[src/rtl/score_display_scanner.sv]
// Score display feeder: sequential binary-to-BCD conversion (double dabble)
// followed by a free-running 4-digit multiplexed scan with leading-zero blanking.
module score_display_scanner #(
  parameter int unsigned REFRESH_DIV   = 100000,
  parameter bit          BLANK_LEADING = 1'b1
) (
  input  logic        clk,
  input  logic        reset,
  input  logic [13:0] value,
  input  logic        load,
  output logic        busy,
  output logic [3:0]  bcd,
  output logic [3:0]  anode
);

  localparam int unsigned VAL_W  = 14;
  localparam int unsigned BCD_W  = 16;
  localparam int unsigned SR_W   = BCD_W + VAL_W;
  localparam int unsigned DIG_W  = 4;
  localparam int unsigned CNT_W  = 4;
  localparam int unsigned IDX_W  = 2;
  localparam int unsigned PRE_W  = (REFRESH_DIV > 1) ? $clog2(REFRESH_DIV) : 1;
  localparam logic [VAL_W-1:0] MAX_VAL  = VAL_W'(9999);
  localparam logic [CNT_W-1:0] LAST_BIT = CNT_W'(VAL_W - 1);
  localparam logic [PRE_W-1:0] PRE_TC   = PRE_W'(REFRESH_DIV - 1);

  typedef enum logic {IDLE, SHIFT} state_t;

  state_t                     state_q, state_d;
  logic [SR_W-1:0]            sr_q, sr_d;
  logic [CNT_W-1:0]           cnt_q, cnt_d;
  logic                       busy_q, busy_d;
  logic [3:0][DIG_W-1:0]      digit_q, digit_d;
  logic [PRE_W-1:0]           pre_q, pre_d;
  logic [IDX_W-1:0]           idx_q, idx_d;
  logic [3:0]                 blank;

  // One double-dabble step: add 3 to each BCD nibble >= 5, then shift left.
  function automatic logic [SR_W-1:0] dd_step(input logic [SR_W-1:0] s);
    logic [SR_W-1:0] t;
    t = s;
    for (int i = 0; i < 4; i++) begin
      if (t[VAL_W + DIG_W*i +: DIG_W] >= DIG_W'(5))
        t[VAL_W + DIG_W*i +: DIG_W] = t[VAL_W + DIG_W*i +: DIG_W] + DIG_W'(3);
    end
    return {t[SR_W-2:0], 1'b0};
  endfunction

  // Converter next state: capture on load in IDLE, 14 shifts, publish digits on the last.
  always_comb begin
    state_d = state_q;
    sr_d    = sr_q;
    cnt_d   = cnt_q;
    busy_d  = busy_q;
    digit_d = digit_q;
    case (state_q)
      IDLE: begin
        if (load) begin
          sr_d    = {BCD_W'(0), (value > MAX_VAL) ? MAX_VAL : value};
          cnt_d   = '0;
          busy_d  = 1'b1;
          state_d = SHIFT;
        end
      end
      SHIFT: begin
        sr_d  = dd_step(sr_q);
        cnt_d = cnt_q + CNT_W'(1);
        if (cnt_q == LAST_BIT) begin
          digit_d = sr_d[SR_W-1:VAL_W];
          cnt_d   = '0;
          busy_d  = 1'b0;
          state_d = IDLE;
        end
      end
      default: state_d = IDLE;
    endcase
  end

  // Scan next state: prescaler wraps at REFRESH_DIV and advances the digit index.
  always_comb begin
    pre_d = pre_q + PRE_W'(1);
    idx_d = idx_q;
    if (pre_q == PRE_TC) begin
      pre_d = '0;
      idx_d = idx_q + IDX_W'(1);
    end
  end

  // State registers; reset aborts any conversion and clears the shown digits.
  always_ff @(posedge clk or posedge reset) begin
    if (reset) begin
      state_q <= IDLE;
      sr_q    <= '0;
      cnt_q   <= '0;
      busy_q  <= 1'b0;
      digit_q <= '0;
      pre_q   <= '0;
      idx_q   <= '0;
    end else begin
      state_q <= state_d;
      sr_q    <= sr_d;
      cnt_q   <= cnt_d;
      busy_q  <= busy_d;
      digit_q <= digit_d;
      pre_q   <= pre_d;
      idx_q   <= idx_d;
    end
  end

  // Leading-zero blanking mask; the ones digit is always shown.
  always_comb begin
    blank    = '0;
    blank[3] = BLANK_LEADING && (digit_q[3] == '0);
    blank[2] = blank[3] && (digit_q[2] == '0);
    blank[1] = blank[2] && (digit_q[1] == '0);
  end

  // Display drive decoded from registered digit/index state.
  always_comb begin
    bcd   = digit_q[idx_q];
    anode = blank[idx_q] ? 4'b1111 : ~(4'b0001 << idx_q);
  end

  assign busy = busy_q;

endmodule

[config.mk]
export PLATFORM = sky130hd
export DESIGN_NAME = score_display_scanner
export DESIGN_NICKNAME = d
export VERILOG_FILES = /design/src/rtl/score_display_scanner.sv
export SDC_FILE = /design/constraint.sdc
export NUM_CORES = 1
export LEC_CHECK = 0
export BUFFER_PORTS_ARGS = -buffer_cell sky130_fd_sc_hd__buf_2
export CAP_MARGIN = 20
export CORE_UTILIZATION = 40
export DETAILED_ROUTE_END_ITERATION = 6
export MAX_ROUTING_LAYER = met4
export PLACE_DENSITY_LB_ADDON = 0.3
export SYNTH_ARGS = -nofsm -noshare
export SYNTH_HDL_FRONTEND = slang
export SYNTH_SLANG_ARGS = --single-unit
[constraint.sdc]
create_clock -name clk -period 4.8 [get_ports clk]
set_input_delay 0.48 -clock clk [delete_from_list [all_inputs] [get_ports clk]]
set_output_delay 0.48 -clock clk [all_outputs]
set_load 0.05 [all_outputs]
-- After elaboration in Yosys (flattened, before gate mapping)
Index checks and enable logic that the tools add are counted.
Widths: inputs -> output; s select.
- register bits: 71
- output and inout bits: 9
- $add $sub $neg: 7
- magnitude comparators: 6
- eq/ne operators: 4
- shift-type cells: 1
- multiplexer cells: 22
- bitwise gates (word level): 2
- reduce and logical (&&, ||, !) cells: 7
- operators with widths (kind ; number):
    $pmux 30 s2 ; 1
    $mux 30 ; 1
    $mux 4 ; 7
    $add 17x1->17 const B ; 1
    $eq 17x17->1 const B ; 1
    $mux 17 ; 1
    $ge 4x3->1 const B ; 4
    $gt 14x14->1 const B ; 1
    $mux 14 ; 1
    $add 4x2->4 const B ; 3
    $logic_not 4->1 ; 3
    $bmux 4 s2 ; 1
    $pmux 4 s2 ; 1
    $mux 1 ; 5
    $add 4x1->4 const B ; 1
    $eq 4x4->1 const B ; 1
    $not 4->4 ; 1
    $pmux 1 s2 ; 2
    $reduce_and 2->1 ; 2
    $shl 1x2->4 const A ; 1
    $add 3x2->3 const B ; 1
    $lt 2x3->1 const B ; 1
    $mux 3 ; 1
    $add 2x1->2 const B ; 1
    5 further kinds ; 6

-- Longest topological paths before layout
Gate-level depths: netlist of run 1.
- depth in word-level cells: 6
- mapped depth: 7

-- Worst setup path after synthesis of run 1
Ideal clock, no wire load.
- path kind: register to output
- start: register digit_q[12] (netlist name)
- end: output anode[1]
- arrival: 1.484 ns
- required time: 4.320 ns
- setup slack: 2.836 ns
- stages on the path, launching flop included: 4
- buffers on the path: 0
- cells stage by stage: dfrtp_1 or4_1 nor3_1 nand2b_1
- word-level cells in the longest chain between the ends: 6
- ends and longest elaborated chain (what ; RTL line ; text):
    start: declaration ; 33 ; logic [3:0][DIG_W-1:0] digit_q, digit_d;
    start signal: assignment ; 104 ; digit_q <= digit_d;
    $logic_not 4->1 (*) ; 113 ; blank[3] = BLANK_LEADING && (digit_q[3] == '0);
    $logic_and 1x1->1 ; 114 ; blank[2] = blank[3] && (digit_q[2] == '0);
    $logic_and 1x1->1 ; 115 ; blank[1] = blank[2] && (digit_q[1] == '0);
    $bmux 1 s2 (*) ; 121 ; anode = blank[idx_q] ? 4'b1111 : ~(4'b0001 << idx_q);
    $mux 1 (not written as such) (*) ; 121 ;
    $mux 4 (*) ; 121 ;
    end: declaration ; 13 ; output logic [3:0] anode
Every way passes the cells marked *; elsewhere a longest branch is shown, timed or not. The select of a mux whose other input is x is not followed.

-- Worst setup path in the final report of run 1
- start: register state_q
- end: register digit_q[0] (netlist name)
- word-level cells in the longest chain between the ends: 1
- ends and longest elaborated chain (what ; RTL line ; text):
    start: declaration ; 29 ; state_t state_q, state_d;
    start signal: assignment ; 100 ; state_q <= state_d;
    $reduce_and 2->1 (no line) ; -- ;
No other way between the ends.
A chain may end at the register's enable or synchronous reset.

==> metrics.txt, run 1 <==
# TYPE chip_impl_metric gauge
chip_impl_info{name="status",value="completed"} 1
chip_impl_info{name="start_kind",value="flip-flop"} 1
chip_impl_metric{name="power.static_leakage",unit="nW"} 1.91
chip_impl_metric{name="synth_area",unit="um2"} 3640
chip_impl_metric{name="post-route-drc-count",unit=""} 0
chip_impl_metric{name="cts_hold_buffers",unit=""} 0
chip_impl_metric{name="worst_slew_pin_slew",unit="ns"} 1.04
chip_impl_metric{name="postCtsSetupBuffers",unit=""} 0
chip_impl_metric{name="detailedRoute.firstPassIterationCount",unit=""} 4
chip_impl_metric{name="antennaDiodeCount",unit=""} 0
chip_impl_metric{name="synth_enable_flop_cells",unit=""} 0
chip_impl_info{name="category_of_the_critical_setup_timing_path",value="flip-flop to flip-flop"} 1
chip_impl_metric{name="finClkSkew",unit="ns"} 0.00901
chip_impl_metric{name="gp_congestion",unit=""} 0.749
chip_impl_metric{name="num-fill-cells",unit=""} 820
chip_impl_metric{name="cp.required",unit="ns"} 5.02
chip_impl_info{name="min-delay-path-class",value="input pin to async pin"} 1
chip_impl_metric{name="wl",unit="um"} 6580
chip_impl_metric{name="die_h",unit="um"} 97.4
chip_impl_metric{name="timing.final.crit_period",unit="ns"} 2.48
chip_impl_info{name="cts-root-buf",value="clkbuf_8"} 1
chip_impl_metric{name="synth_compound_gate_area_share",unit="%"} 11.5
chip_impl_metric{name="ys_ff_latch",unit=""} 71
chip_impl_metric{name="hpwlAfterDp",unit="um"} 4610
chip_impl_metric{name="vias_in_the_first_global_route",unit=""} 2455
chip_impl_metric{name="asyncSetResetFlopFracSynth",unit="%"} 100
chip_impl_metric{name="latest_clock_arrival_within_the_worst_skew_pair",unit="ns"} 0.34
chip_impl_metric{name="numPortBuffers",unit=""} 25
chip_impl_info{name="synth_area_leaders",value="dfrtp_1, ha_1, nand2_1"} 1
chip_impl_metric{name="post_synth_inst_count",unit=""} 359
chip_impl_metric{name="slew_violations",unit=""} 0
chip_impl_info{name="worst_setup_path_end_kind",value="flip-flop"} 1
chip_impl_metric{name="final_core_util",unit="%"} 46.4
chip_impl_metric{name="die_w",unit="um"} 97.4
chip_impl_metric{name="maxCapViolCount",unit=""} 0
chip_impl_metric{name="overflow",unit=""} 0
chip_impl_metric{name="final_antenna_net_count",unit=""} 0
chip_impl_metric{name="vdd_drop_max",unit="V"} 0.000211
chip_impl_metric{name="clockBufferDepth",unit=""} 2
chip_impl_metric{name="synth.area.mux_share",unit="%"} 8.76
chip_impl_metric{name="top_level_ports",unit=""} 26
chip_impl_metric{name="flow.area_growth_from_synthesis",unit="%"} 11.8
chip_impl_metric{name="starting_density_of_the_core",unit="%"} 41.5
chip_impl_metric{name="yosys_warnings",unit=""} 0
chip_impl_metric{name="fraction_of_synthesized_cell_area_in_xor_and_xnor_cells",unit="%"} 4.33
chip_impl_metric{name="worst-path-buf-inv",unit=""} 0
chip_impl_metric{name="layout.nets",unit=""} 413
chip_impl_info{name="crit_slowest_cell",value="dfrtp_2"} 1
chip_impl_metric{name="timing.reg2reg.setup_slack",unit="ns"} 2.32
chip_impl_info{name="postSynth.topFlopCell",value="dfrtp_1"} 1
chip_impl_info{name="path_cells",value="nand2_1 > mux2_2"} 1
chip_impl_metric{name="dieArea",unit="um2"} 9490
chip_impl_metric{name="grt_util_all_layers",unit="%"} 15.6
chip_impl_metric{name="wl_per_instance",unit="um"} 13.3
chip_impl_metric{name="max_slew_margin",unit="%"} 30.5
chip_impl_metric{name="post_synth_num_cell_types",unit=""} 42
chip_impl_metric{name="final_count_of_hold_timing_violations",unit=""} 0
chip_impl_metric{name="post_cts_resize_count",unit=""} 0
chip_impl_metric{name="drive_above_1_share",unit="%"} 16.1
chip_impl_metric{name="core_area",unit="um2"} 8760
chip_impl_info{name="unrepaired_setup_endpoints_after_global_routing",value="false"} 1
chip_impl_metric{name="powerDensity",unit="nW/um2"} 543
chip_impl_metric{name="final.setup.tns",unit="ns"} 0
chip_impl_info{name="layout.cells.most_common",value="dfrtp_1"} 1
chip_impl_metric{name="synth_fa_ha_area_share",unit="%"} 5.15
chip_impl_metric{name="syn_area_cell",unit="um2"} 10.1
chip_impl_metric{name="cts_num_sinks",unit=""} 71
chip_impl_metric{name="final-setup-viol-count",unit=""} 0
chip_impl_metric{name="max_freq",unit="MHz"} 403
chip_impl_metric{name="viasPerCell",unit=""} 5.19
chip_impl_metric{name="numCtsBuffers",unit=""} 9
chip_impl_metric{name="max_fo_critical_path",unit=""} 58
chip_impl_metric{name="synth_top_area_share",unit="%"} 48.8
chip_impl_metric{name="cts-htree-levels",unit=""} 3
chip_impl_info{name="layout.cells.most_common_list",value="dfrtp_1, nand2_1, o21ai_0, buf_2, nor2_1"} 1
chip_impl_info{name="yosysTopAreaCell",value="dfrtp_1"} 1
chip_impl_metric{name="worst_path_largest_cell_delay",unit="ns"} 1.06
chip_impl_metric{name="antenna_found_initial",unit=""} 0
chip_impl_metric{name="worst_setup_hold_path_clk_slew",unit="ns"} 0.08
chip_impl_metric{name="synthesis.nets",unit=""} 391
chip_impl_metric{name="synth-simple-area-share",unit="%"} 17.8
chip_impl_info{name="tritoncts",value="built"} 1
chip_impl_metric{name="cp.arrival",unit="ns"} 2.70
chip_impl_metric{name="grt_max_degree",unit=""} 59
chip_impl_metric{name="timing.final.crit_share",unit="%"} 51.6
chip_impl_info{name="main_combinational_cell_family_by_area_after_synthesis",value="simple AND/OR/NAND/NOR gates"} 1
chip_impl_metric{name="vias",unit=""} 2564
chip_impl_metric{name="synth_sequential_area_ratio",unit="%"} 48.8
chip_impl_metric{name="row_count",unit=""} 34
chip_impl_info{name="timing.critical_path.max_delay_family",value="flip-flops"} 1
chip_impl_metric{name="first_pass_grt_wire_length",unit="um"} 11600
chip_impl_metric{name="drt_first_iter_violations",unit=""} 144
## report_power, final
part           switching [mW]  internal (mW)
sequential              0.177          0.780
clock                   0.220          0.307
combinational           0.391          0.335
total                   0.789           1.42
## flip-flops by register name, indices dropped and copies added (netlist names)
signal and cells:
busy 1, cnt_q 4, digit_q 16, idx_q 2
pre_q 17, sr_q 30, state_q 1
## synthesized netlist by cell type (2+ instances only)
| master | n |
|---|---|
| mux2_2 | 7 |
| nor4_1 | 4 |
| buf_1 | 4 |
| ha_1 | 15 |
| and4_1 | 3 |
| o31ai_1 | 3 |
| dfrtp_1 | 71 |
| or4_1 | 3 |
| nand2_1 | 49 |
| a221o_1 | 4 |
| xnor2_1 | 11 |
| nor2_1 | 20 |
| nor3_1 | 2 |
| nand4_1 | 3 |
| xor2_1 | 7 |
| clkbuf_1 | 8 |
| o21ai_0 | 34 |
| a211oi_1 | 2 |
| nor3b_1 | 16 |
| buf_2 | 3 |
| mux4_2 | 4 |
| o21a_1 | 6 |
| mux2i_1 | 15 |
| a21oi_1 | 19 |
| nand3_1 | 7 |
| nand2b_1 | 8 |
| inv_1 | 16 |
## logic make-up (layout without fill, tap and decap cells)
group / after synthesis / in the layout
multiplexers: 26 / 26
AND/OR/NAND/NOR: 125 / 125
flip-flops: 71 / 71
AO/OA/AOI/OAI: 72 / 72
XOR/XNOR: 18 / 18
buffers and inverters: 32 / 59
adder cells (fa/ha/maj): 15 / 15
## stage by stage
stage | area (um2) | hold slack, ns | std cells | setup slack (ns) | total power [mW]
final | 4070 | 0.240 | 494 | 2.32 | 2.21
after global routing | 4070 | 0.296 | 494 | 2.10 | 2.39
after CTS | 4070 | 0.253 | 494 | 2.32 | 2.24
after detailed placement | 3850 | 0.479 | 478 | 2.32 | 1.71
after global placement | 3850 | 0.467 | 478 | 2.39 | 1.67
after floorplan | 3640 | 0.445 | 359 | 2.52 | 1.52
## path summary, 6_finish.rpt
kind | cells after the start | end | from
max in group asynchronous | 3 | sr_q[27] | reset
setup / recovery | 2 | digit_q[0] | state_q
setup reg to reg | 2 | digit_q[0] | state_q
hold reg to reg | 2 | sr_q[11] | sr_q[10]
min in group clk | 2 | sr_q[2] | value[2]
hold / removal | 2 | sr_q[5] | reset
## worst reg2reg max path, delay by kind of cell (launching register included)
| kind | cells | cell delay [ns] |
|---|---|---|
| flops | 1 | 1.06 |
| mux | 1 | 0.50 |
| simple gates | 1 | 0.81 |
## area by class of cell
cell class              count  area, um2  share of cell area, %
flip-flops and latches     71       1780                   43.7
multi-input cells         256       1730                   42.6
clock buffers              11        141                   3.47
repair buffers             27        140                   3.44
well taps                 108        135                   3.32
clock inverters             5       81.3                   2.00
inverters                  16       60.1                   1.48
## layer usage
| layer | up-vias | track usage, % | routed length [um] |
|---|---|---|---|
| met5 | - | - | 0 |
| met4 | 0 | 6.45 | 100 |
| met3 | 12 | 2.81 | 214 |
| met2 | 39 | 22.4 | 2850 |
| met1 | 1222 | 21.9 | 3410 |
| li1 | 1291 | - | - |
Power figures use the tool's default switching activity.
==> inputs of run 2 (changes only) <==
- ABC_AREA: not set -> 1
- clock period: 4.8 -> 2.1 ns (I/O delays scaled with it)
==> metrics.txt, run 2 <==
# TYPE chip_impl_metric gauge
chip_impl_metric{name="cp.required",unit="ns"} 1.89
chip_impl_info{name="layout.cells.most_common_list",value="nand2_1, dfrtp_1, inv_1, nand3_1, nor2_1"} 1
chip_impl_metric{name="clockBufferDepth",unit=""} 2
chip_impl_metric{name="latest_clock_arrival_within_the_worst_skew_pair",unit="ns"} 0.34
chip_impl_metric{name="vias_in_the_first_global_route",unit=""} 2822
chip_impl_info{name="cts-root-buf",value="clkbuf_8"} 1
chip_impl_metric{name="starting_density_of_the_core",unit="%"} 41.3
chip_impl_metric{name="final_count_of_hold_timing_violations",unit=""} 0
chip_impl_metric{name="drt_first_iter_violations",unit=""} 146
chip_impl_metric{name="numPortBuffers",unit=""} 25
chip_impl_info{name="synth_area_leaders",value="dfrtp_1, nand2_1, inv_1"} 1
chip_impl_metric{name="worst_setup_hold_path_clk_slew",unit="ns"} 0.07
chip_impl_metric{name="register_area",unit="um2"} 1780
chip_impl_metric{name="top_level_ports",unit=""} 26
chip_impl_metric{name="die_w",unit="um"} 99.4
chip_impl_metric{name="routed_met3_length",unit="um"} 237
chip_impl_metric{name="fin_total_pwr",unit="mW"} 5.32
chip_impl_metric{name="numCtsBuffers",unit=""} 9
chip_impl_info{name="tritoncts",value="built"} 1
chip_impl_info{name="yosysTopAreaCell",value="dfrtp_1"} 1
chip_impl_metric{name="largest_register_ffs",unit=""} 30
chip_impl_info{name="max_flop_register",value="sr_q"} 1
chip_impl_metric{name="ys_ff_latch",unit=""} 71
chip_impl_info{name="unrepaired_setup_endpoints_after_global_routing",value="false"} 1
chip_impl_metric{name="core_area",unit="um2"} 9200
chip_impl_metric{name="drive_above_1_share",unit="%"} 13.6
chip_impl_metric{name="dieArea",unit="um2"} 9880
chip_impl_metric{name="met1_length",unit="um"} 3850
chip_impl_metric{name="post_synth_num_cell_types",unit=""} 31
chip_impl_info{name="start_kind",value="flip-flop"} 1
chip_impl_metric{name="synth_top_area_share",unit="%"} 46.8
chip_impl_info{name="biggestRegsByFlops",value="sr_q x30, pre_q x17, digit_q x16"} 1
chip_impl_metric{name="antenna_found_initial",unit=""} 0
chip_impl_info{name="min-delay-path-class",value="input pin to flip-flop"} 1
chip_impl_metric{name="max_slew_margin",unit="%"} 63.7
chip_impl_metric{name="layout.nets",unit=""} 534
chip_impl_metric{name="max_freq",unit="MHz"} 517
chip_impl_metric{name="detailedRoute.firstPassIterationCount",unit=""} 4
chip_impl_metric{name="vdd_drop_max",unit="V"} 0.000477
chip_impl_metric{name="first_pass_grt_wire_length",unit="um"} 13200
chip_impl_metric{name="grt_util_all_layers",unit="%"} 17.5
chip_impl_metric{name="grt_max_degree",unit=""} 49
chip_impl_info{name="synth.most_common_cell",value="nand2_1"} 1
chip_impl_metric{name="flow.area_growth_from_synthesis",unit="%"} 11.6
chip_impl_metric{name="setup_ws_final",unit="ns"} 0.164
chip_impl_metric{name="yosys_warnings",unit=""} 0
chip_impl_metric{name="slew_violations",unit=""} 0
chip_impl_metric{name="timing.final.crit_share",unit="%"} 92.2
chip_impl_info{name="status",value="completed"} 1
chip_impl_metric{name="worst_path_largest_cell_delay",unit="ns"} 0.49
chip_impl_metric{name="powerDensity",unit="nW/um2"} 1260
chip_impl_metric{name="syn_area_cell",unit="um2"} 7.99
chip_impl_metric{name="row_count",unit=""} 35
chip_impl_metric{name="post_synth_inst_count",unit=""} 475
chip_impl_metric{name="final_core_util",unit="%"} 46.0
chip_impl_metric{name="final.setup.tns",unit="ns"} 0
chip_impl_info{name="worst_setup_path_end_kind",value="output pin"} 1
chip_impl_metric{name="gp_congestion",unit=""} 0.894
chip_impl_metric{name="timing.final.crit_period",unit="ns"} 1.94
chip_impl_metric{name="wl_met2",unit="um"} 3280
chip_impl_metric{name="max_fo_critical_path",unit=""} 10
chip_impl_metric{name="cp.arrival",unit="ns"} 1.73
chip_impl_metric{name="wl",unit="um"} 7400
chip_impl_metric{name="final-setup-viol-count",unit=""} 0
chip_impl_info{name="route.top_layer_used",value="met4"} 1
chip_impl_info{name="category_of_the_critical_setup_timing_path",value="flip-flop to output pin"} 1
chip_impl_metric{name="area_taken_by_multi_input_logic_gates",unit="um2"} 1690
chip_impl_metric{name="synth_area",unit="um2"} 3790
chip_impl_metric{name="maxCapViolCount",unit=""} 0
chip_impl_metric{name="synthesis.nets",unit=""} 507
chip_impl_metric{name="cts_num_sinks",unit=""} 71
chip_impl_metric{name="post-route-drc-count",unit=""} 0
chip_impl_metric{name="synth_sequential_area_ratio",unit="%"} 46.8
chip_impl_info{name="layout.cells.most_common",value="nand2_1"} 1
chip_impl_metric{name="wl_per_instance",unit="um"} 12.0
chip_impl_metric{name="postCtsSetupBuffers",unit=""} 0
chip_impl_metric{name="power.static_leakage",unit="nW"} 2.20
chip_impl_metric{name="vias",unit=""} 3015
chip_impl_metric{name="setup_slack_placement",unit="ns"} 0.397
chip_impl_metric{name="overflow",unit=""} 0
chip_impl_metric{name="die_h",unit="um"} 99.4
chip_impl_metric{name="hpwlAfterDp",unit="um"} 5580
chip_impl_metric{name="cts-htree-levels",unit=""} 3
chip_impl_metric{name="worst_slew_pin_slew",unit="ns"} 0.543
chip_impl_info{name="postSynth.topFlopCell",value="dfrtp_1"} 1
chip_impl_info{name="path_cells",value="clkinvlp_4 > o21ai_0 > nand3_1 > nand2_1 > buf_2"} 1
chip_impl_metric{name="num-fill-cells",unit=""} 915
chip_impl_metric{name="finClkSkew",unit="ns"} 0.00907
chip_impl_metric{name="viasPerCell",unit=""} 4.89
chip_impl_metric{name="final_antenna_net_count",unit=""} 0
chip_impl_metric{name="synth_enable_flop_cells",unit=""} 0
chip_impl_metric{name="asyncSetResetFlopFracSynth",unit="%"} 100
chip_impl_info{name="synth_top_cells_by_count",value="nand2_1, dfrtp_1, inv_1"} 1
chip_impl_metric{name="antennaDiodeCount",unit=""} 0
chip_impl_info{name="crit_slowest_cell",value="dfrtp_1"} 1
-- run 2: layer usage --
| metal | up-vias | global-route usage [%] |
|---|---|---|
| met5 | - | - |
| met4 | 0 | 6.79 |
| met3 | 4 | 2.74 |
| met2 | 55 | 25.9 |
| met1 | 1400 | 24.0 |
| li1 | 1556 | - |
-- run 2: cells by family (layout without fill, tap and decap cells) --
logic type / Yosys count / count (layout) / synth area share (%)
buffers and inverters: 76 / 107 / 8.58
and+or+nand+nor: 234 / 234 / 26.6
AOI/OAI and AO/OA: 64 / 64 / 9.60
DFF: 71 / 71 / 46.8
adders and majority gates: 15 / 15 / 4.95
xor gates and xnor gates: 15 / 15 / 3.46
-- run 2: what timing repair did --
action                     in CTS  in global routing
hold endpoints to repair       23                  0
hold buffers                    1                  0
gates resized for setup         0                  2
setup endpoints to repair       0                  5
-- run 2: worst paths after layout --
| check | slack (ns) | from | cells after the start | end |
|---|---|---|---|---|
| max | 0.16 | idx_q[1] | 5 | anode[3] |
| min | 0.11 | value[4] | 3 | sr_q[4] |
| max reg2reg | 0.52 | state_q | 5 | digit_q[7] |
| min reg2reg | 0.48 | digit_q[2] | 2 | digit_q[2] |
| max in group asynchronous | 1.00 | reset | 4 | idx_q[0] |
| min in group asynchronous | 0.46 | reset | 3 | sr_q[10] |
-- run 2: layout make-up --
cell class,count,share of cell area (%)
sequential,71,42.0
multi-input combinational,328,40.0
inverter,64,5.94
timing repair buffer,28,3.84
clock buffer,11,3.34
tap,111,3.28
clock inverter,4,1.65
-- run 2: through the flow --
stage / hold slack, ns / cell area, um2 / cells
after floorplan: 0.348 / 3790 / 475
after global placement: 0.295 / 4010 / 601
after detailed placement: 0.294 / 4010 / 601
after CTS: 0.0999 / 4230 / 617
after global routing: 0.119 / 4230 / 617
final: 0.113 / 4230 / 617
-- run 2: critical path: cells and delay by family (launching register included) --
family                 cells  cell delay, ns
buffers and inverters      2            0.50
flip-flops                 1            0.49
AND/OR/NAND/NOR            2            0.22
AO/OA/AOI/OAI              1            0.18
-- run 2: report_power, final --
group / switching [mW] / total (mW) / internal [mW]
Sequential: 0.336 / 2.18 / 1.85
Combinational: 1.31 / 1.98 / 0.673
Clock: 0.468 / 1.16 / 0.691
Total: 2.11 / 5.32 / 3.21
==> inputs of run 3 (changes only) <==
- ABC_AREA: 1 -> not set
- CORE_MARGIN: not set -> 3
- RECOVER_POWER: not set -> 50
==> metrics.txt, run 3 (synthesis results as in run 1) <==
# TYPE chip_impl_metric gauge
chip_impl_metric{name="final_count_of_hold_timing_violations",unit=""} 0
chip_impl_metric{name="clockBufferDepth",unit=""} 2
chip_impl_metric{name="vias",unit=""} 2611
chip_impl_metric{name="clock_power_share",unit="%"} 20.4
chip_impl_metric{name="timing.final.crit_share",unit="%"} 94.7
chip_impl_metric{name="timing.reg2reg.setup_slack",unit="ns"} 0.34
chip_impl_metric{name="largest_register_ffs",unit=""} 30
chip_impl_metric{name="top_level_ports",unit=""} 26
chip_impl_metric{name="worst_setup_hold_path_clk_slew",unit="ns"} 0.07
chip_impl_metric{name="fin_total_pwr",unit="mW"} 4.89
chip_impl_info{name="cts-root-buf",value="clkbuf_8"} 1
chip_impl_info{name="layout.cells.most_common",value="dfrtp_1"} 1
chip_impl_metric{name="slew_violations",unit=""} 0
chip_impl_info{name="worst_setup_path_end_kind",value="output pin"} 1
chip_impl_metric{name="antenna_found_initial",unit=""} 0
chip_impl_metric{name="final.setup.tns",unit="ns"} 0
chip_impl_info{name="hold_path.startpoint",value="value[3]"} 1
chip_impl_metric{name="cp.arrival",unit="ns"} 1.78
chip_impl_metric{name="routed_met3_length",unit="um"} 257
chip_impl_metric{name="worst_slew_pin_slew",unit="ns"} 0.804
chip_impl_metric{name="cts_num_sinks",unit=""} 71
chip_impl_metric{name="starting_density_of_the_core",unit="%"} 41.5
chip_impl_metric{name="power.static_leakage",unit="nW"} 1.94
chip_impl_metric{name="overflow",unit=""} 0
chip_impl_metric{name="timing.final.crit_period",unit="ns"} 1.99
chip_impl_metric{name="numCtsBuffers",unit=""} 9
chip_impl_metric{name="vias_in_the_first_global_route",unit=""} 2647
chip_impl_metric{name="reg2regPathDepth",unit=""} 5
chip_impl_metric{name="cellInternalPower",unit="mW"} 3.09
chip_impl_metric{name="finClkSkew",unit="ns"} 0.0113
chip_impl_metric{name="register_area",unit="um2"} 1780
chip_impl_metric{name="cts-htree-levels",unit=""} 3
chip_impl_metric{name="antennaDiodeCount",unit=""} 0
chip_impl_info{name="start_kind",value="flip-flop"} 1
chip_impl_info{name="unrepaired_setup_endpoints_after_global_routing",value="false"} 1
chip_impl_metric{name="sequential_cell_fraction_of_total_power",unit="%"} 44.0
chip_impl_metric{name="final_antenna_net_count",unit=""} 0
chip_impl_metric{name="vdd_drop_max",unit="V"} 0.000413
chip_impl_info{name="category_of_the_critical_setup_timing_path",value="flip-flop to output pin"} 1
chip_impl_metric{name="numPortBuffers",unit=""} 25
chip_impl_info{name="biggestRegsByFlops",value="sr_q x30, pre_q x17, digit_q x16"} 1
chip_impl_metric{name="area_taken_by_multi_input_logic_gates",unit="um2"} 1760
chip_impl_metric{name="grt_max_degree",unit=""} 34
chip_impl_info{name="route.top_layer_used",value="met4"} 1
chip_impl_metric{name="maxCapViolCount",unit=""} 0
chip_impl_metric{name="viasPerCell",unit=""} 5.23
chip_impl_metric{name="max_freq",unit="MHz"} 503
chip_impl_metric{name="setup_ws_final",unit="ns"} 0.112
chip_impl_metric{name="flow.area_growth_from_synthesis",unit="%"} 13.1
chip_impl_metric{name="layout.nets",unit=""} 419
chip_impl_metric{name="hpwlAfterDp",unit="um"} 4960
chip_impl_metric{name="max_fo_critical_path",unit=""} 3
chip_impl_metric{name="worstHoldPathCells",unit=""} 2
chip_impl_metric{name="drive_above_1_share",unit="%"} 17.6
chip_impl_info{name="rr_endpoint",value="idx_q[1]"} 1
chip_impl_metric{name="powerDensity",unit="nW/um2"} 1190
chip_impl_metric{name="postCtsSetupBuffers",unit=""} 0
chip_impl_metric{name="core_area",unit="um2"} 8760
chip_impl_metric{name="detailedRoute.firstPassIterationCount",unit=""} 4
chip_impl_metric{name="gp_congestion",unit=""} 0.815
chip_impl_metric{name="latest_clock_arrival_within_the_worst_skew_pair",unit="ns"} 0.34
chip_impl_metric{name="die_h",unit="um"} 101
chip_impl_metric{name="wl_per_instance",unit="um"} 13.5
chip_impl_info{name="min-delay-path-class",value="input pin to flip-flop"} 1
chip_impl_info{name="hold_path_end",value="sr_q[3]"} 1
chip_impl_info{name="tritoncts",value="built"} 1
chip_impl_metric{name="fin_hold_ws",unit="ns"} 0.0813
chip_impl_metric{name="grt_util_all_layers",unit="%"} 15.1
chip_impl_metric{name="first_pass_grt_wire_length",unit="um"} 12100
chip_impl_info{name="max_flop_register",value="sr_q"} 1
chip_impl_metric{name="drt_first_iter_violations",unit=""} 77
chip_impl_metric{name="num-fill-cells",unit=""} 849
chip_impl_metric{name="fraction_of_power_consumed_by_combinational_cells",unit="%"} 35.6
chip_impl_metric{name="switching_share",unit="%"} 36.8
chip_impl_metric{name="p_switching",unit="mW"} 1.80
chip_impl_metric{name="wl_met2",unit="um"} 3110
chip_impl_metric{name="post-route-drc-count",unit=""} 0
chip_impl_metric{name="die_w",unit="um"} 101
chip_impl_metric{name="dieArea",unit="um2"} 10300
chip_impl_metric{name="max_slew_margin",unit="%"} 46.4
chip_impl_info{name="worstReg2RegStart",value="pre_q[0]"} 1
chip_impl_metric{name="met1_length",unit="um"} 3330
chip_impl_metric{name="cp.required",unit="ns"} 1.89
chip_impl_metric{name="row_count",unit=""} 34
chip_impl_info{name="layout.cells.most_common_list",value="dfrtp_1, nand2_1, o21ai_0, buf_2, nor2_1"} 1
chip_impl_metric{name="wl",unit="um"} 6760
chip_impl_metric{name="final-setup-viol-count",unit=""} 0
chip_impl_info{name="status",value="completed"} 1
chip_impl_metric{name="setup_slack_placement",unit="ns"} 0.355
## run 3: cell types whose count changed in the layout (fill, tap and decap cells not counted), moves of 7 or more
| cell | change |
|---|---|
| nand2b_1 | +7 |
| inv_1 | -38 |
| mux2_2 | +7 |
| a22oi_1 | -10 |
| a21oi_1 | +14 |
| nand2_1 | -86 |
| nor3b_1 | +16 |
| inv_2 | -7 |
| nand3_1 | -34 |
| xnor2_1 | +9 |
| nor2_1 | -20 |
| mux2i_1 | +15 |
| o21ai_1 | -10 |
## run 3: final cells by class
cell class,instances,share of cell area (%)
tap,108,3.28
inverter,16,1.46
clock inverter,3,0.425
sequential,71,43.1
multi-input combinational,256,42.8
timing repair buffer,33,4.89
clock buffer,12,4.01
## run 3: worst max path at each step
| stage | from | endpoint | slack, ns | depth (start not counted) |
|---|---|---|---|---|
| detailed placement | pre_q[0] | idx_q[1] | 0.35 | 5 |
| global route | digit_q[12] | anode[1] | 0.005 | 4 |
| finish | digit_q[12] | anode[1] | 0.11 | 4 |
| global placement | digit_q[12] | anode[2] | 0.43 | 4 |
| floorplan | reset | busy | 0.09 | 1 |
| CTS | digit_q[12] | anode[1] | 0.009 | 4 |
## run 3: power groups by stage
stage	sequential, mW	clock, mW	combinational [mW]
after global routing	2.22	1.08	2.01
after floorplan	2.06	0	1.40
after global placement	2.15	0	1.69
after CTS	2.14	1.04	1.75
final	2.15	0.998	1.74
after detailed placement	2.17	0	1.74
## run 3: repair_timing
item                                    in CTS  in global routing
endpoints found under the setup margin       0                  3
endpoints found under the hold margin       18                  0
hold buffers                                 1                  0
gates resized for setup                      0                 14
## run 3: layer usage
| metal | vias to the layer above | global-route usage (%) |
|---|---|---|
| met2 | 43 | 22.8 |
| met4 | 0 | 4.29 |
| li1 | 1304 | - |
| met5 | - | - |
| met1 | 1259 | 20.0 |
| met3 | 5 | 4.20 |
## run 3: critical path: stages (launching register included)
cell	delay, ns
dfrtp_1	0.40
or4_4	0.55
nor3_4	0.20
nand2b_4	0.15
buf_6	0.15
## run 3: per-stage QoR
stage	std cells	util, %	instance area [um2]
4_1_cts	499	46.7	4090
3_3_place_gp	483	44.5	3900
5_1_grt	499	47.0	4120
6_report	499	47.0	4120
3_5_place_dp	483	44.5	3900
2_1_floorplan	359	-	3640
